--- config.mk ---
export PLATFORM = sky130hd
export DESIGN_NAME = tq_transpose_pingpong_ctrl_flat
export DESIGN_NICKNAME = d
export VERILOG_FILES = /design/src/rtl/tq_pkg.sv /design/src/rtl/tq_transpose_pingpong_ctrl_if.sv /design/src/rtl/tq_delay_line.sv /design/src/rtl/tq_transpose_pingpong_ctrl.sv /design/src/flat_wrapper.sv
export SDC_FILE = /design/constraint.sdc
export NUM_CORES = 1
export LEC_CHECK = 0
export BUFFER_PORTS_ARGS = -buffer_cell sky130_fd_sc_hd__buf_2
export CORE_ASPECT_RATIO = 1.4
export CORE_UTILIZATION = 39
export DETAILED_ROUTE_END_ITERATION = 7
export HOLD_SLACK_MARGIN = 0.1
export PLACE_DENSITY = 0.72
export SETUP_SLACK_MARGIN = 0.3
export SLEW_MARGIN = 20
export SYNTH_ARGS = -nofsm -noshare
export SYNTH_HDL_FRONTEND = slang
export SYNTH_SLANG_ARGS = --single-unit
export TNS_END_PERCENT = 1
--- constraint.sdc ---
create_clock -name clk -period 2.4 [get_ports clk]
set_input_delay 0.24 -clock clk [delete_from_list [all_inputs] [get_ports clk]]
set_output_delay 0.24 -clock clk [all_outputs]
set_load 0.05 [all_outputs]
--- src/rtl/tq_pkg.sv ---
// Shared definitions for the transpose ping-pong controller: TU size codes,
// bank index type and the beat-count helper.
package tq_pkg;

    typedef enum logic [1:0] {
        TQ_SZ4  = 2'b00,
        TQ_SZ8  = 2'b01,
        TQ_SZ16 = 2'b10,
        TQ_SZ32 = 2'b11
    } tq_size_e;

    typedef logic tq_bank_t;

    // Beats per block: 4x4 gives 1 << min_log2, each size step doubles it.
    function automatic int unsigned tq_beats(input logic [1:0] size, input int unsigned min_log2);
        return 32'd1 << (min_log2 + 32'(size));
    endfunction

endpackage

--- src/rtl/tq_transpose_pingpong_ctrl_if.sv ---
// Bundle between stage 1, stage 2 and the transpose controller.
// Handshakes: a write beat transfers on a cycle where valid & ready are both high;
// a read is issued on a cycle where rd_ready is high and the read bank holds a full block.
interface tq_transpose_pingpong_ctrl_if #(parameter int ADDR_W = 5);

    logic              valid;
    logic [1:0]        transize;
    logic              ready;
    logic              wen;
    logic              wr_bank;
    logic [ADDR_W-1:0] wr_addr;
    logic              rd_ready;
    logic              ren;
    logic              rd_bank;
    logic [ADDR_W-1:0] rd_addr;
    logic              rd_valid;
    logic              rd_last;
    logic [1:0]        rd_size;
    logic              busy;
    logic [ADDR_W-1:0] dbg_wr_cnt;
    logic [ADDR_W-1:0] dbg_rd_cnt;
    logic [1:0]        dbg_full;

    modport master (
        output valid, transize, rd_ready,
        input  ready, wen, wr_bank, wr_addr, ren, rd_bank, rd_addr,
        input  rd_valid, rd_last, rd_size, busy, dbg_wr_cnt, dbg_rd_cnt, dbg_full
    );

    modport slave (
        input  valid, transize, rd_ready,
        output ready, wen, wr_bank, wr_addr, ren, rd_bank, rd_addr,
        output rd_valid, rd_last, rd_size, busy, dbg_wr_cnt, dbg_rd_cnt, dbg_full
    );

endinterface

--- src/rtl/tq_delay_line.sv ---
// Async-reset shift register; q is the last stage, any_q is the OR of every stage
// so the parent can tell whether anything is still in flight.
module tq_delay_line #(
    parameter int W     = 1,
    parameter int DEPTH = 1
) (
    input  logic         clk,
    input  logic         rst,
    input  logic [W-1:0] d,
    output logic [W-1:0] q,
    output logic [W-1:0] any_q
);

    logic [W-1:0] stage [DEPTH];

    always_ff @(posedge clk or negedge rst) begin
        if (!rst) begin
            for (int i = 0; i < DEPTH; i++) stage[i] <= '0;
        end else begin
            stage[0] <= d;
            for (int i = 1; i < DEPTH; i++) stage[i] <= stage[i-1];
        end
    end

    always_comb begin
        any_q = '0;
        for (int i = 0; i < DEPTH; i++) any_q = any_q | stage[i];
    end

    assign q = stage[DEPTH-1];

endmodule

--- src/rtl/tq_transpose_pingpong_ctrl.sv ---
// Ping-pong transpose memory controller: stage-1 rows fill one bank while the
// other bank is read out column-wise for stage 2, with backpressure on both sides.
module tq_transpose_pingpong_ctrl
    import tq_pkg::*;
#(
    parameter int ADDR_W   = 5,
    parameter int MIN_LOG2 = 2,
    parameter int RD_LAT   = 2
) (
    input logic                        clk,
    input logic                        rst,
    tq_transpose_pingpong_ctrl_if.slave bus
);

    localparam int PIPE_W = 4;

    logic [ADDR_W-1:0] wr_cnt, wr_cnt_n;
    logic [ADDR_W-1:0] rd_cnt, rd_cnt_n;
    tq_bank_t          wr_bank, wr_bank_n;
    tq_bank_t          rd_bank, rd_bank_n;
    logic [1:0]        full, full_n;
    logic [1:0]        size_q [2];
    logic [1:0]        size_n [2];

    logic              ren_q, ren_n;
    logic              last_q, last_n;
    tq_bank_t          rd_bank_q, rd_bank_q_n;
    logic [ADDR_W-1:0] rd_addr_q, rd_addr_n;
    logic [1:0]        rsize_q, rsize_n;

    logic              ready;
    logic              wr_fire, wr_done;
    logic              rd_fire, rd_done;
    logic [1:0]        wr_size;
    logic [PIPE_W-1:0] pipe_q, pipe_any;

    function automatic logic [ADDR_W-1:0] last_idx(input logic [1:0] s);
        return ADDR_W'(tq_beats(s, MIN_LOG2) - 32'd1);
    endfunction

    // State register
    always_ff @(posedge clk or negedge rst) begin
        if (!rst) begin
            wr_cnt    <= '0;
            rd_cnt    <= '0;
            wr_bank   <= 1'b0;
            rd_bank   <= 1'b0;
            full      <= '0;
            size_q[0] <= TQ_SZ4;
            size_q[1] <= TQ_SZ4;
            ren_q     <= 1'b0;
            last_q    <= 1'b0;
            rd_bank_q <= 1'b0;
            rd_addr_q <= '0;
            rsize_q   <= TQ_SZ4;
        end else begin
            wr_cnt    <= wr_cnt_n;
            rd_cnt    <= rd_cnt_n;
            wr_bank   <= wr_bank_n;
            rd_bank   <= rd_bank_n;
            full      <= full_n;
            size_q[0] <= size_n[0];
            size_q[1] <= size_n[1];
            ren_q     <= ren_n;
            last_q    <= last_n;
            rd_bank_q <= rd_bank_q_n;
            rd_addr_q <= rd_addr_n;
            rsize_q   <= rsize_n;
        end
    end

    // Next state. The first beat of a block uses the live transize, later beats the latched one.
    always_comb begin
        ready   = !full[wr_bank];
        wr_fire = bus.valid & ready;
        wr_size = (wr_cnt == '0) ? bus.transize : size_q[wr_bank];
        wr_done = wr_fire && (wr_cnt == last_idx(wr_size));
        rd_fire = full[rd_bank] & bus.rd_ready;
        rd_done = rd_fire && (rd_cnt == last_idx(size_q[rd_bank]));

        wr_cnt_n    = wr_cnt;
        rd_cnt_n    = rd_cnt;
        wr_bank_n   = wr_bank;
        rd_bank_n   = rd_bank;
        full_n      = full;
        size_n[0]   = size_q[0];
        size_n[1]   = size_q[1];
        ren_n       = rd_fire;
        last_n      = rd_done;
        rd_bank_q_n = rd_bank_q;
        rd_addr_n   = rd_addr_q;
        rsize_n     = rsize_q;

        if (wr_fire) begin
            if (wr_cnt == '0) size_n[wr_bank] = bus.transize;
            if (wr_done) begin
                wr_cnt_n      = '0;
                full_n[wr_bank] = 1'b1;
                wr_bank_n     = ~wr_bank;
            end else begin
                wr_cnt_n = wr_cnt + 1'b1;
            end
        end

        // Completing a write and freeing a read bank can coincide; they always target different banks.
        if (rd_fire) begin
            rd_bank_q_n = rd_bank;
            rd_addr_n   = rd_cnt;
            rsize_n     = size_q[rd_bank];
            if (rd_done) begin
                rd_cnt_n        = '0;
                full_n[rd_bank] = 1'b0;
                rd_bank_n       = ~rd_bank;
            end else begin
                rd_cnt_n = rd_cnt + 1'b1;
            end
        end
    end

    tq_delay_line #(
        .W     (PIPE_W),
        .DEPTH (RD_LAT)
    ) u_rd_pipe (
        .clk   (clk),
        .rst   (rst),
        .d     ({ren_q, last_q, rsize_q}),
        .q     (pipe_q),
        .any_q (pipe_any)
    );

    // Outputs
    always_comb begin
        bus.ready      = ready;
        bus.wen        = wr_fire;
        bus.wr_bank    = wr_bank;
        bus.wr_addr    = wr_cnt;
        bus.ren        = ren_q;
        bus.rd_bank    = rd_bank_q;
        bus.rd_addr    = rd_addr_q;
        bus.rd_valid   = pipe_q[3];
        bus.rd_last    = pipe_q[2];
        bus.rd_size    = pipe_q[1:0];
        bus.busy       = bus.valid | (|full) | ren_q | pipe_any[3];
        bus.dbg_wr_cnt = wr_cnt;
        bus.dbg_rd_cnt = rd_cnt;
        bus.dbg_full   = full;
    end

endmodule

--- src/flat_wrapper.sv ---
// flat-port wrapper written by rule: the top's interface ports become plain ports
module tq_transpose_pingpong_ctrl_flat import tq_pkg::*;
#(
    parameter int ADDR_W   = 5,
    parameter int MIN_LOG2 = 2,
    parameter int RD_LAT   = 2
)
  (clk, rst, bus_valid, bus_transize, bus_rd_ready, bus_ready, bus_wen, bus_wr_bank, bus_wr_addr, bus_ren, bus_rd_bank, bus_rd_addr, bus_rd_valid, bus_rd_last, bus_rd_size, bus_busy, bus_dbg_wr_cnt, bus_dbg_rd_cnt, bus_dbg_full);
  tq_transpose_pingpong_ctrl_if #(.ADDR_W(ADDR_W)) bus_i ();
  input logic clk;
  input logic rst;
  input wire logic [$bits(bus_i.valid)-1:0] bus_valid;
  input wire logic [$bits(bus_i.transize)-1:0] bus_transize;
  input wire logic [$bits(bus_i.rd_ready)-1:0] bus_rd_ready;
  output wire logic [$bits(bus_i.ready)-1:0] bus_ready;
  output wire logic [$bits(bus_i.wen)-1:0] bus_wen;
  output wire logic [$bits(bus_i.wr_bank)-1:0] bus_wr_bank;
  output wire logic [$bits(bus_i.wr_addr)-1:0] bus_wr_addr;
  output wire logic [$bits(bus_i.ren)-1:0] bus_ren;
  output wire logic [$bits(bus_i.rd_bank)-1:0] bus_rd_bank;
  output wire logic [$bits(bus_i.rd_addr)-1:0] bus_rd_addr;
  output wire logic [$bits(bus_i.rd_valid)-1:0] bus_rd_valid;
  output wire logic [$bits(bus_i.rd_last)-1:0] bus_rd_last;
  output wire logic [$bits(bus_i.rd_size)-1:0] bus_rd_size;
  output wire logic [$bits(bus_i.busy)-1:0] bus_busy;
  output wire logic [$bits(bus_i.dbg_wr_cnt)-1:0] bus_dbg_wr_cnt;
  output wire logic [$bits(bus_i.dbg_rd_cnt)-1:0] bus_dbg_rd_cnt;
  output wire logic [$bits(bus_i.dbg_full)-1:0] bus_dbg_full;
  assign bus_i.valid = bus_valid;
  assign bus_i.transize = bus_transize;
  assign bus_i.rd_ready = bus_rd_ready;
  assign bus_ready = bus_i.ready;
  assign bus_wen = bus_i.wen;
  assign bus_wr_bank = bus_i.wr_bank;
  assign bus_wr_addr = bus_i.wr_addr;
  assign bus_ren = bus_i.ren;
  assign bus_rd_bank = bus_i.rd_bank;
  assign bus_rd_addr = bus_i.rd_addr;
  assign bus_rd_valid = bus_i.rd_valid;
  assign bus_rd_last = bus_i.rd_last;
  assign bus_rd_size = bus_i.rd_size;
  assign bus_busy = bus_i.busy;
  assign bus_dbg_wr_cnt = bus_i.dbg_wr_cnt;
  assign bus_dbg_rd_cnt = bus_i.dbg_rd_cnt;
  assign bus_dbg_full = bus_i.dbg_full;
  tq_transpose_pingpong_ctrl #(.ADDR_W(ADDR_W), .MIN_LOG2(MIN_LOG2), .RD_LAT(RD_LAT)) u_core (.clk(clk), .rst(rst), .bus(bus_i));
endmodule
# Word-level counts from Yosys, hierarchy flattened
# Index checks and enable logic that the tools add are counted.
dict set report op_classes {
  n_addsub 6
  magnitude_cmp 7
  eq_ne 2
  shifts 2
  n_mux 24
  bitwise 13
  reduce_logical 11
}
# op n
set ops {}
lappend ops {{$shl A1 B32 Y5 const A} 2}
lappend ops {{$mux W2} 12}
lappend ops {{$add A5 B1 Y5 const B} 2}
lappend ops {{$eq A5 B5 Y1} 2}
lappend ops {{$mux W5} 2}
lappend ops {{$sub A5 B1 Y5 const B} 2}
lappend ops {{$add A2 B2 Y3 const A} 2}
lappend ops {{$mux W1} 6}
lappend ops {{$reduce_and A2 Y1} 3}
lappend ops {{$logic_and A1 B1 Y1} 5}
lappend ops {{$logic_not A5 Y1} 1}
lappend ops {{$bwmux W4} 1}
lappend ops {{$ge A2 B2 Y1 const B} 2}
lappend ops {{$lt A1 B2 Y1 const B} 2}
lappend ops {{$not A1 Y2} 2}
lappend ops {{$or A4 B4 Y4} 1}
lappend ops {{$or A1 B1 Y1} 3}
lappend ops {{$and A1 B1 Y1} 2}
lappend ops {{$and A2 B2 Y2} 1}
lappend ops {{$demux W1 S1} 2}
lappend ops {{$demux W2 S1} 1}
lappend ops {{$ge A1 B1 Y1 const B} 2}
lappend ops {{$lt A2 B1 Y1 const B} 1}
lappend ops {{$not A1 Y1} 2}
lappend ops {{other kinds (4)} 4}
dict set report totals {
  ff_bits 36
  input_bits 6
  out_inout_bits 32
}

# Logic depth before layout (Yosys ltp)
# Gate-level depths: netlist of run 1.
dict set report logic_depth {
  word_depth 15
  mapped_depth 8
  mapped_depth_nobuf 8
}

# Cells and area by module
# From an unflattened synthesis of run 1, not the netlist that was laid out.
dict set report hier_totals {
  cells_unflattened 170
  area_unflattened_um2 1756.7
}
# module instances cells_each area_per_inst_um2 seq_area_each_um2
set by_module_without_submodules {}
lappend by_module_without_submodules {tq_transpose_pingpong_ctrl 1 154 1501.4 700.7}
lappend by_module_without_submodules {tq_delay_line 1 16 255.2 200.2}

# Least setup slack after synthesis of run 1
# OpenSTA, ideal clock, no wires.
dict set report synth_timing {
  kind {register -> register}
  start {reg u_core.wr_bank, in the netlist u_core.bus.wr_bank}
  end {reg u_core.size_q[0] (netlist name)}
  t_arrival_ns 3.070
  path_slack_ns -0.794
  path_stages_with_launch 8
  path_buffers 1
  path_cell_list {dfrtp_1 > clkbuf_8 > mux2i_1 > nand2_1 > clkinv_1 > nand2_1 > nor2_1 > mux2_2}
}
dict set report synth_between {
  word_cells_on_any_way 12
  classes_between {order compare (2); mux (5); bitwise (2); reduce/logical (3)}
}
# item line_no
set synth_lines {}
lappend synth_lines {{start, declared} tq_transpose_pingpong_ctrl.sv:19} ;# tq_bank_t wr_bank, wr_bank_n;
lappend synth_lines {{start signal, assigned} tq_transpose_pingpong_ctrl.sv:59} ;# wr_bank <= wr_bank_n;
lappend synth_lines {{$mux W1 (not written as such) (2 in series)} tq_transpose_pingpong_ctrl.sv:74} ;# ready = !full[wr_bank];
lappend synth_lines {{$logic_not A1 Y1} tq_transpose_pingpong_ctrl.sv:74}
lappend synth_lines {{named net bus_ready} flat_wrapper.sv:15} ;# output wire logic [$bits(bus_i.ready)-1:0] bus_ready;
lappend synth_lines {{$and A1 B1 Y1} tq_transpose_pingpong_ctrl.sv:75} ;# wr_fire = bus.valid & ready;
lappend synth_lines {{named net bus_wen} flat_wrapper.sv:16} ;# output wire logic [$bits(bus_i.wen)-1:0] bus_wen;
lappend synth_lines {{$reduce_and A2 Y1 (no source line)} --}
lappend synth_lines {{end, declared} tq_transpose_pingpong_ctrl.sv:22} ;# logic [1:0] size_q [2];
# The timed path passes the listed nets, and every way through them passes these cells. The select of a mux whose other input is x is not followed.
# A chain may end at the register's enable or synchronous reset.

# Final worst setup path of run 1
dict set report layout_timing {
  start {reg u_core.wr_cnt[1], in the netlist u_core.bus.dbg_wr_cnt[1]}
  end {reg u_core.full[1], in the netlist u_core.bus.dbg_full[1]}
}
dict set report layout_between {
  elab_chain_len 12
}
# item line_no
set layout_rtl {}
lappend layout_rtl {{start, declared} tq_transpose_pingpong_ctrl.sv:17} ;# logic [ADDR_W-1:0] wr_cnt, wr_cnt_n;
lappend layout_rtl {{start signal, assigned} tq_transpose_pingpong_ctrl.sv:57} ;# wr_cnt <= wr_cnt_n;
lappend layout_rtl {{$logic_not A5 Y1} tq_transpose_pingpong_ctrl.sv:76} ;# wr_size = (wr_cnt == '0) ? bus.transize : size_q[wr_bank];
lappend layout_rtl {{$mux W2} tq_transpose_pingpong_ctrl.sv:76}
lappend layout_rtl {{$add A2 B2 Y3} tq_pkg.sv:16} ;# return 32'd1 << (min_log2 + 32'(size));
lappend layout_rtl {{$shl A1 B32 Y5} tq_pkg.sv:16}
lappend layout_rtl {{$sub A5 B1 Y5} tq_transpose_pingpong_ctrl.sv:38} ;# return ADDR_W'(tq_beats(s, MIN_LOG2) - 32'd1);
lappend layout_rtl {{$eq A5 B5 Y1 *} tq_transpose_pingpong_ctrl.sv:77} ;# wr_done = wr_fire && (wr_cnt == last_idx(wr_size));
lappend layout_rtl {{$logic_and A1 B1 Y1 *} tq_transpose_pingpong_ctrl.sv:77}
lappend layout_rtl {{$mux W2 *} tq_transpose_pingpong_ctrl.sv:96} ;# if (wr_done) begin
lappend layout_rtl {{$mux W2 *} tq_transpose_pingpong_ctrl.sv:94} ;# if (wr_fire) begin
lappend layout_rtl {{$and A2 B2 Y2 (no source line)} --}
lappend layout_rtl {{$mux W2} tq_transpose_pingpong_ctrl.sv:110} ;# if (rd_done) begin
lappend layout_rtl {{$mux W2 *} tq_transpose_pingpong_ctrl.sv:106} ;# if (rd_fire) begin
lappend layout_rtl {{named net u_core.full_n[1]} tq_transpose_pingpong_ctrl.sv:21} ;# logic [1:0] full, full_n;
lappend layout_rtl {{end signal, assigned} tq_transpose_pingpong_ctrl.sv:61} ;# full <= full_n;
lappend layout_rtl {{end, declared} tq_transpose_pingpong_ctrl.sv:21}
# The timed path passes the listed nets; every way through them passes the cells marked *.

==> flow_summary.ini, run 1 <==
[layout]
layout-drive-gt1-share = 0.3641
stdcell_area_um2 = 2113
nNetsFinal = 216
antennaDiodeCount = 0
fillers = 406
syn2layout_area_growth_pct = 18.78

[synthesis]
ys_seq_area_frac = 0.5063
synthArstFlopShare = 1.000
synth_top_area_share = 0.5063
ys_types = 38
ys.flop_type = dfrtp_1
synth-edff-count = 0
synthCells = 172
ys_ff_latch = 36
syn-cell-area_um2 = 1779
yosys.area.top_type = dfrtp_1
ys_warn_count = 0
syn_area_per_cell_um2 = 10.34
synth_common_cells = dfrtp_1 (36), nand2_1 (36), o21ai_0 (13), nor2_1 (9)
synthTopCellsByArea = dfrtp_1 (51%), nand2_1 (7.6%), mux2_2 (4.4%), o21ai_0 (3.7%), ha_1 (3.5%)
synth_nets = 183

[setup_path]
r2r_slack_ps = 320
path_buf_inv = 1
critPathRequiredTime_ps = 2580
critPathMaxFanout = 6
critPathLaunchType = flop
crit_family = simple AND/OR/NAND/NOR gates
end_kind = flop
crit_chain = inv_2 -> ha_4 -> or4b_4 -> a32oi_2 -> o211ai_2 -> and2_4 -> a32o_2
worstSetupPathType = flop to flop
crit_slowest_cell = or4b_4
cp.arrival_ps = 2260
slowest_delay_ps = 490

[timing]
tns_ps = 0
max_freq_ghz = 0.4816
period_minus_slack_ps = 2076
report.final.slew_viol_count = 0
setup_violations = 0
relSlewSlack = 0.4679
fin_crit_sh = 0.8651
worst_pin_slew_ps = 798.2
finalHoldViolCount = 0
rsz0062_at_grt = yes
fin_worst_skew_ps = 5.488

[cts]
cts_sinks = 36
clk_pin_slew_worst_paths_ps = 70
cts-root-buf = clkbuf_8
cts_buffer_depth = 2
htreeDepth = 2
clock_latency_ps = 290
cts_tree = built
cts_buffers = 5

[floorplanning]
die_h_um = 81.92
die-area_um2 = 4840
die_x_um = 59.09
io_pins = 38
core_um2 = 4309
initial_core_util = 0.4129
num_rows = 28

[power_and_ir_drop]
ir_worst_vdd_mv = 0.7453
power_density_nw_per_um2 = 1304
p_leak_nw = 1.010

[global_routing]
grt_max_degree = 37
antenna_found_initial = 0
track_usage = 0.1576
grt_pass1_wl_um = 5623
gr-total-overflow = 0
grt_pass1_vias = 1177

[route]
routed_via_density = 4.962
drt_iter0_drc = 36
num_vias = 1320
firstDrtPassIters = 4
drc = 0
wl_per_cell_um = 12.70
routed_wl_um = 3378
detail-route-antenna-nets = 0

[placement]
port_buffers = 37
routabilityCongestion = 0.8010
place_area_um2 = 1994
dp_hpwl_um = 2306

[run]
drv.max_cap_violation_count = 0

[min_path]
hold_path_class = input port to flop

[status]
status = completed
==> timing repair <==
action | 4_1_cts | 5_1_grt
hold endpoints to repair | 36 | 0
endpoints found under the setup margin | 0 | 8
hold buffers | 1 | 0
buffers inserted | 0 | 0
gates resized for setup | 0 | 3
==> layout by cell type (no fill, tap or decap), types with 2 or more instances in the layout <==
| cell | n |
|---|---|
| o21ai_0 | 13 |
| dfrtp_2 | 6 |
| inv_2 | 2 |
| nand4_1 | 2 |
| dfrtp_1 | 30 |
| clkbuf_8 | 6 |
| nor2_2 | 2 |
| mux2_2 | 7 |
| a31oi_1 | 2 |
| nor3_1 | 3 |
| nand2_1 | 35 |
| a21oi_1 | 4 |
| nand3_1 | 6 |
| xnor2_1 | 6 |
| mux2i_1 | 4 |
| nor4_1 | 2 |
| inv_1 | 3 |
| buf_2 | 37 |
| nor2_1 | 8 |
| ha_1 | 4 |
==> cell families (layout without fill, tap and decap cells) <==
family / count (synthesis) / count (layout) / synth area share
multiplexers: 12 / 12 / 0.07244
buffers and inverters: 20 / 54 / 0.06821
adder cells (fa/ha/maj): 5 / 5 / 0.03516
AND/OR/NAND/NOR: 65 / 65 / 0.1681
flip-flops: 36 / 36 / 0.5063
XOR/XNOR: 6 / 6 / 0.02954
AO/OA/AOI/OAI: 28 / 28 / 0.1203
==> power breakdown <==
part	internal [mW]	switching, mW
registers	0.776	0.221
clock network	0.234	0.221
logic	0.363	0.941
total	1.37	1.38
==> per-stage QoR <==
step | cells | power [mW] | hold WS, ps | utilization | setup slack [ps]
final | 266 | 2.757 | 215.9 | 0.4904 | 323.7
after global routing | 266 | 2.926 | 213.1 | 0.4904 | 250.1
after CTS | 266 | 2.767 | 212.8 | 0.4875 | 311.2
after detailed placement | 257 | 2.304 | 334.7 | 0.4628 | 322.8
after global placement | 257 | 2.285 | 332.2 | 0.4628 | 355.5
after floorplan | 172 | 2.108 | -55.59 | - | 246.2
==> sequential cells by signal, summed over array words and instances, names as in the netlist <==
register,cells
u_core.bus.dbg_full,2
u_core.bus.dbg_rd_cnt,5
u_core.bus.dbg_wr_cnt,5
u_core.bus.rd_addr,5
u_core.bus.rd_bank,1
u_core.bus.ren,1
u_core.bus.wr_bank,1
u_core.last_q,1
u_core.rd_bank,1
u_core.rsize_q,2
u_core.size_q,4
u_core.u_rd_pipe.q,4
u_core.u_rd_pipe.stage,4
==> area by class of cell <==
type,instances,area (um^2),area share
clock buffer,6,82.58,0.03908
clock inverter,2,13.76,0.006513
inverter,7,38.79,0.01835
multi-input combinational,116,792.0,0.3748
sequential,36,908.4,0.4298
tap,60,75.07,0.03552
timing repair buffer,39,202.7,0.09591
==> routing by layer <==
metal,share of wire,routed length (um),global-route usage
met5,0,0,0
met4,0.030,100,0.1000
met3,0.045,153,0.03307
met2,0.47,1592,0.2352
met1,0.45,1531,0.2063
==> path summary, 6_finish.rpt <==
path / from / to / cells past startpoint
worst min register to register: u_core.last_q$_DFF_PN0_ / u_core.u_rd_pipe.stage[6]$_DFF_PN0_ / 0
max in group asynchronous: rst / u_core.bus.wr_bank$_DFFE_PN0P_ / 2
min in group asynchronous: rst / u_core.bus.rd_addr[0]$_DFFE_PN0P_ / 2
worst max register to register: u_core.bus.dbg_wr_cnt[1]$_DFFE_PN0P_ / u_core.bus.dbg_full[1]$_DFF_PN0_ / 7
worst min-delay path: bus_transize[0] / u_core.size_q[0]$_DFFE_PN0P_ / 2
worst max-delay path: u_core.bus.dbg_wr_cnt[1]$_DFFE_PN0P_ / u_core.bus.dbg_full[1]$_DFF_PN0_ / 7
(Power assumes the default switching activity.)
==> inputs of run 2 (changes only) <==
--- a/config.mk
+++ b/config.mk
@@ -15,5 +15,6 @@
 export SLEW_MARGIN = 20
 export SYNTH_ARGS = -nofsm -noshare
 export SYNTH_HDL_FRONTEND = slang
+export SYNTH_HIERARCHICAL = 1
 export SYNTH_SLANG_ARGS = --single-unit
 export TNS_END_PERCENT = 1
==> run 2 against run 1 <==
Net effect:
- fmax decreased by 0.99%
- sequential share of layout area decreased by 0.61 points
- global-route usage decreased by 1.1 points
- final cell count unchanged
- die area decreased by 2.3%
- synthesized area decreased by 2.3%
- non-clock buffer count increased by 6
- utilization increased by 1.5 points
- worst setup slack got worse by 21 ps
- synthesized cell count decreased by 2.9%
- clock skew increased by 6.5 ps
- count of clock-buffer cells in the layout decreased by 1
- highest routed layer unchanged
==> flow_summary.ini, run 2 <==
[status]
status = completed

[setup_path]
cp.arrival_ps = 2270
critPathLaunchType = flop
worstSetupPathType = flop to flop
end_kind = flop
critPathMaxFanout = 7
reg2reg_from = u_core/bus.dbg_wr_cnt[1]$_DFFE_PN0P_
critPathRequiredTime_ps = 2580
cp-startpoint = u_core/bus.dbg_wr_cnt[1]$_DFFE_PN0P_

[floorplanning]
die_h_um = 80.99
core_um2 = 4239
initial_core_util = 0.4100
die-area_um2 = 4731
io_pins = 38
num_rows = 28
die_x_um = 58.42

[layout]
fillers = 390
ff_latch_area_um2 = 907.1
mostFrequentLayoutCells = buf_2 (37), nand2_1 (33), dfrtp_1 (31)
nNetsFinal = 216
final_common_cell = buf_2
syn2layout_area_growth_pct = 23.18
multiInputGateArea_um2 = 795.8
antennaDiodeCount = 0
layout-drive-gt1-share = 0.3883

[route]
num_vias = 1319
drt_iter0_drc = 23
drc = 0
routed_wl_um = 3317
wl_per_cell_um = 12.47
routed_via_density = 4.959
firstDrtPassIters = 4
detail-route-antenna-nets = 0

[synthesis]
syn-cell-area_um2 = 1738
ys_warn_count = 6
syn_area_per_cell_um2 = 10.41
synthCells = 167
synth_nets = 178

[cts]
cts_buffer_depth = 2
cts_tree = built
cts_sinks = 36
clk_pin_slew_worst_paths_ps = 80
cts-root-buf = clkbuf_8
cts_buffers = 5
htreeDepth = 2
clock_latency_ps = 280

[global_routing]
track_usage = 0.1464
grt_max_degree = 37
gr-total-overflow = 0
grt_pass1_vias = 1198
grt_pass1_wl_um = 5333
antenna_found_initial = 0

[min_path]
min_from = bus_transize[1]
hold_path_class = input port to flop

[timing]
fin_crit_sh = 0.8738
setup_violations = 0
relSlewSlack = 0.4773
rsz0062_at_grt = yes
tns_ps = 0
max_freq_ghz = 0.4768
period_minus_slack_ps = 2097
fin_worst_skew_ps = 11.96
finalHoldViolCount = 0
worst_pin_slew_ps = 784.1
report.final.slew_viol_count = 0

[placement]
routabilityCongestion = 0.7847
port_buffers = 37
dp_hpwl_um = 2231

[run]
drv.max_cap_violation_count = 0
## run 2: cell count changes in the layout (fill, tap and decap cells not counted), moves of 3 or more
cell and change:
o21ai_0 -8, buf_4 +6, xor2_1 +5, xnor2_1 -5, nand3_1 -3
## run 2: metal layers
| layer | routed length (um) | global-route usage |
|---|---|---|
| met1 | 1482 | 0.1855 |
| met2 | 1671 | 0.2391 |
| met3 | 138 | 0.03662 |
| met4 | 25 | 0.05714 |
| met5 | 0 | 0 |
## run 2: metrics by stage
step / hold WS, ps / util / instance area, um^2 / instances / setup slack (ps)
6_report: 272.4 / 0.5050 / 2141 / 266 / 302.8
3_3_place_gp: 333.3 / 0.4560 / 1933 / 251 / 321.8
2_1_floorplan: -55.59 / - / 1770 / 167 / 265.8
3_5_place_dp: 335.8 / 0.4560 / 1933 / 251 / 265.1
4_1_cts: 243.8 / 0.4805 / 2037 / 260 / 282.4
5_1_grt: 273.0 / 0.5050 / 2141 / 266 / 237.5
## run 2: layout make-up
type / count / area share
flip-flops and latches: 36 / 0.4237
multi-input cells: 111 / 0.3717
repair buffers: 45 / 0.1157
well taps: 60 / 0.03507
clock buffers: 5 / 0.03214
inverters: 6 / 0.01286
clock inverters: 3 / 0.008767
## run 2: what timing repair did
action | CTS | global route
hold buffers | 1 | 0
endpoints found under the hold margin | 36 | 0
pin swaps | 2 | 3
gates cloned | 0 | 0
gates resized for setup | 1 | 12
endpoints found under the setup margin | 3 | 10
buffers inserted | 0 | 6
## run 2: worst paths after layout
check | endpoint | slack, ps | depth (start not counted)
hold / removal | u_core/size_q[3]$_DFFE_PN0P_ | 270 | 2
setup reg to reg | u_core/bus.dbg_full[1]$_DFF_PN0_ | 300 | 7
min in group asynchronous | u_core/bus.rd_addr[1]$_DFFE_PN0P_ | 570 | 2
hold reg to reg | u_core/u_rd_pipe/stage[6]$_DFF_PN0_ | 350 | 0
setup / recovery | u_core/bus.dbg_full[1]$_DFF_PN0_ | 300 | 7
max in group asynchronous | u_core/bus.wr_bank$_DFFE_PN0P_ | 1290 | 2
## run 2: worst max-delay path, stage by stage, from the launching register on
cell      delay (ps)
dfrtp_2          440
inv_2             80
ha_4             120
or4b_4           470
nor3b_4          180
a211oi_4         320
a21oi_4          140
a22o_1           230
Power of run 2 is not shown: default switching activity piles up to over one toggle a cycle in this logic, so the estimate is an artifact.
==> inputs of run 3 (changes only) <==
--- a/config.mk
+++ b/config.mk
@@ -7,6 +7,7 @@
 export LEC_CHECK = 0
 export BUFFER_PORTS_ARGS = -buffer_cell sky130_fd_sc_hd__buf_2
 export CORE_ASPECT_RATIO = 1.4
+export CORE_MARGIN = 4
 export CORE_UTILIZATION = 39
 export DETAILED_ROUTE_END_ITERATION = 7
 export HOLD_SLACK_MARGIN = 0.1
==> run 3 against run 2 <==
Net effect:
- count of clock-buffer cells in the layout unchanged
- first-iteration DRC count increased by 65%
- global-route usage is 2.0 points lower
- die area increased by 18%
- fmax is 0.21% higher
- sequential share of layout area grew 0.70 points
- utilization fell by 1.2 points
- hold slack got worse by 24 ps
- clock skew decreased by 4.0 ps
- final area decreased by 1.6%
- worst setup slack better by 4.4 ps
- highest routed layer unchanged
==> flow_summary.ini, run 3 (same netlist as run 2, synthesis figures left out) <==
[timing]
relSlewSlack = 0.4765
fin_crit_sh = 0.8720
period_minus_slack_ps = 2093
fin_worst_skew_ps = 8.000
max_freq_ghz = 0.4778
finalHoldViolCount = 0
worst_pin_slew_ps = 785.3
tns_ps = 0
rsz0062_at_grt = yes
setup_violations = 0
report.final.slew_viol_count = 0

[layout]
syn2layout_area_growth_pct = 21.17
ff_latch_area_um2 = 907.1
antennaDiodeCount = 0
mostFrequentLayoutCells = buf_2 (37), nand2_1 (33), dfrtp_1 (31)
fillers = 402
layout-drive-gt1-share = 0.3659
multiInputGateArea_um2 = 755.7
nNetsFinal = 215
final_common_cell = buf_2

[route]
wl_per_cell_um = 12.59
detail-route-antenna-nets = 0
firstDrtPassIters = 4
routed_via_density = 4.894
drc = 0
drt_iter0_drc = 38
num_vias = 1297
routed_wl_um = 3336

[run]
drv.max_cap_violation_count = 0

[setup_path]
critPathMaxFanout = 5
r2r_slack_ps = 310
critPathLaunchType = flop
cp.arrival_ps = 2270
reg2reg_from = u_core/bus.dbg_wr_cnt[1]$_DFFE_PN0P_
end_kind = flop
r2r-end = u_core/bus.dbg_full[1]$_DFF_PN0_
worstSetupPathType = flop to flop
ff2ff_path_depth = 7
critPathRequiredTime_ps = 2580

[placement]
dp_hpwl_um = 2354
routabilityCongestion = 0.7644
port_buffers = 37

[min_path]
min_to = u_core/size_q[2]$_DFFE_PN0P_
hold_path_class = input port to flop
min_from = bus_transize[0]
hold_depth = 2

[floorplanning]
die_h_um = 86.99
num_rows = 28
die-area_um2 = 5604
core_um2 = 4274
io_pins = 38
initial_core_util = 0.4066
die_x_um = 64.42

[cts]
cts_buffer_depth = 2
cts_sinks = 36
clk_pin_slew_worst_paths_ps = 70
cts_buffers = 5
cts_tree = built
cts-root-buf = clkbuf_8
htreeDepth = 2
clock_latency_ps = 280

[global_routing]
grt_max_degree = 37
gr-total-overflow = 0
grt_pass1_wl_um = 5416
track_usage = 0.1261
grt_pass1_vias = 1166
antenna_found_initial = 0

[status]
status = completed
[run 3: cell types whose count changed in the layout (fill, tap and decap cells not counted), sizes merged]
cell	change
buf	-1
[run 3: critical path, cell delays in order, from the launching register on]
cell      delay, ps
dfrtp_2         440
inv_2            90
ha_4            130
or4b_4          470
nor3b_2         170
a211oi_2        320
a21oi_4         140
a22o_1          220
[run 3: worst max-delay path by stage]
stage,from,endpoint,slack (ps)
floorplan,u_core/bus.dbg_wr_cnt[0]$_DFFE_PN0P_,u_core/bus.dbg_full[1]$_DFF_PN0_,270
global placement,u_core/bus.dbg_wr_cnt[0]$_DFFE_PN0P_,u_core/bus.dbg_full[1]$_DFF_PN0_,320
detailed placement,u_core/bus.dbg_wr_cnt[0]$_DFFE_PN0P_,u_core/bus.dbg_wr_cnt[0]$_DFFE_PN0P_,270
CTS,u_core/bus.dbg_wr_cnt[0]$_DFFE_PN0P_,u_core/bus.dbg_wr_cnt[0]$_DFFE_PN0P_,250
global route,u_core/bus.dbg_wr_cnt[1]$_DFFE_PN0P_,u_core/bus.dbg_full[1]$_DFF_PN0_,240
finish,u_core/bus.dbg_wr_cnt[1]$_DFFE_PN0P_,u_core/bus.dbg_full[1]$_DFF_PN0_,310
[run 3: per-stage QoR]
| step | util | area [um^2] | cells | setup slack, ps | hold WS, ps |
|---|---|---|---|---|---|
| after global routing | 0.4927 | 2106 | 265 | 241.5 | 245.6 |
| after detailed placement | 0.4523 | 1933 | 251 | 268.4 | 334.7 |
| after CTS | 0.4751 | 2031 | 260 | 252.5 | 238.9 |
| after floorplan | - | 1770 | 167 | 265.8 | -55.59 |
| final | 0.4927 | 2106 | 265 | 307.2 | 248.5 |
| after global placement | 0.4523 | 1933 | 251 | 322.9 | 333.3 |
[run 3: layout make-up]
cell class | count | area share
well taps | 60 | 0.03565
flip-flops and latches | 36 | 0.4308
clock buffers | 5 | 0.03268
multi-input cells | 111 | 0.3589
inverters | 6 | 0.01307
clock inverters | 3 | 0.008913
repair buffers | 44 | 0.1200
[run 3: what timing repair did]
item                       CTS  global route
setup endpoints to repair    3             9
pin swaps                    0             3
hold buffers                 1             0
buffers inserted             0             5
hold endpoints to repair    36             0
gates resized for setup      0             6
[run 3: metal layers]
| metal | vias up | GRT usage | routed length (um) |
|---|---|---|---|
| li1 | 633 | - | - |
| met1 | 623 | 0.1481 | 1367 |
| met2 | 34 | 0.2068 | 1723 |
| met3 | 7 | 0.03876 | 151 |
| met4 | 0 | 0.06538 | 94 |
| met5 | - | 0 | 0 |
Power of run 3 is left out for the same reason.
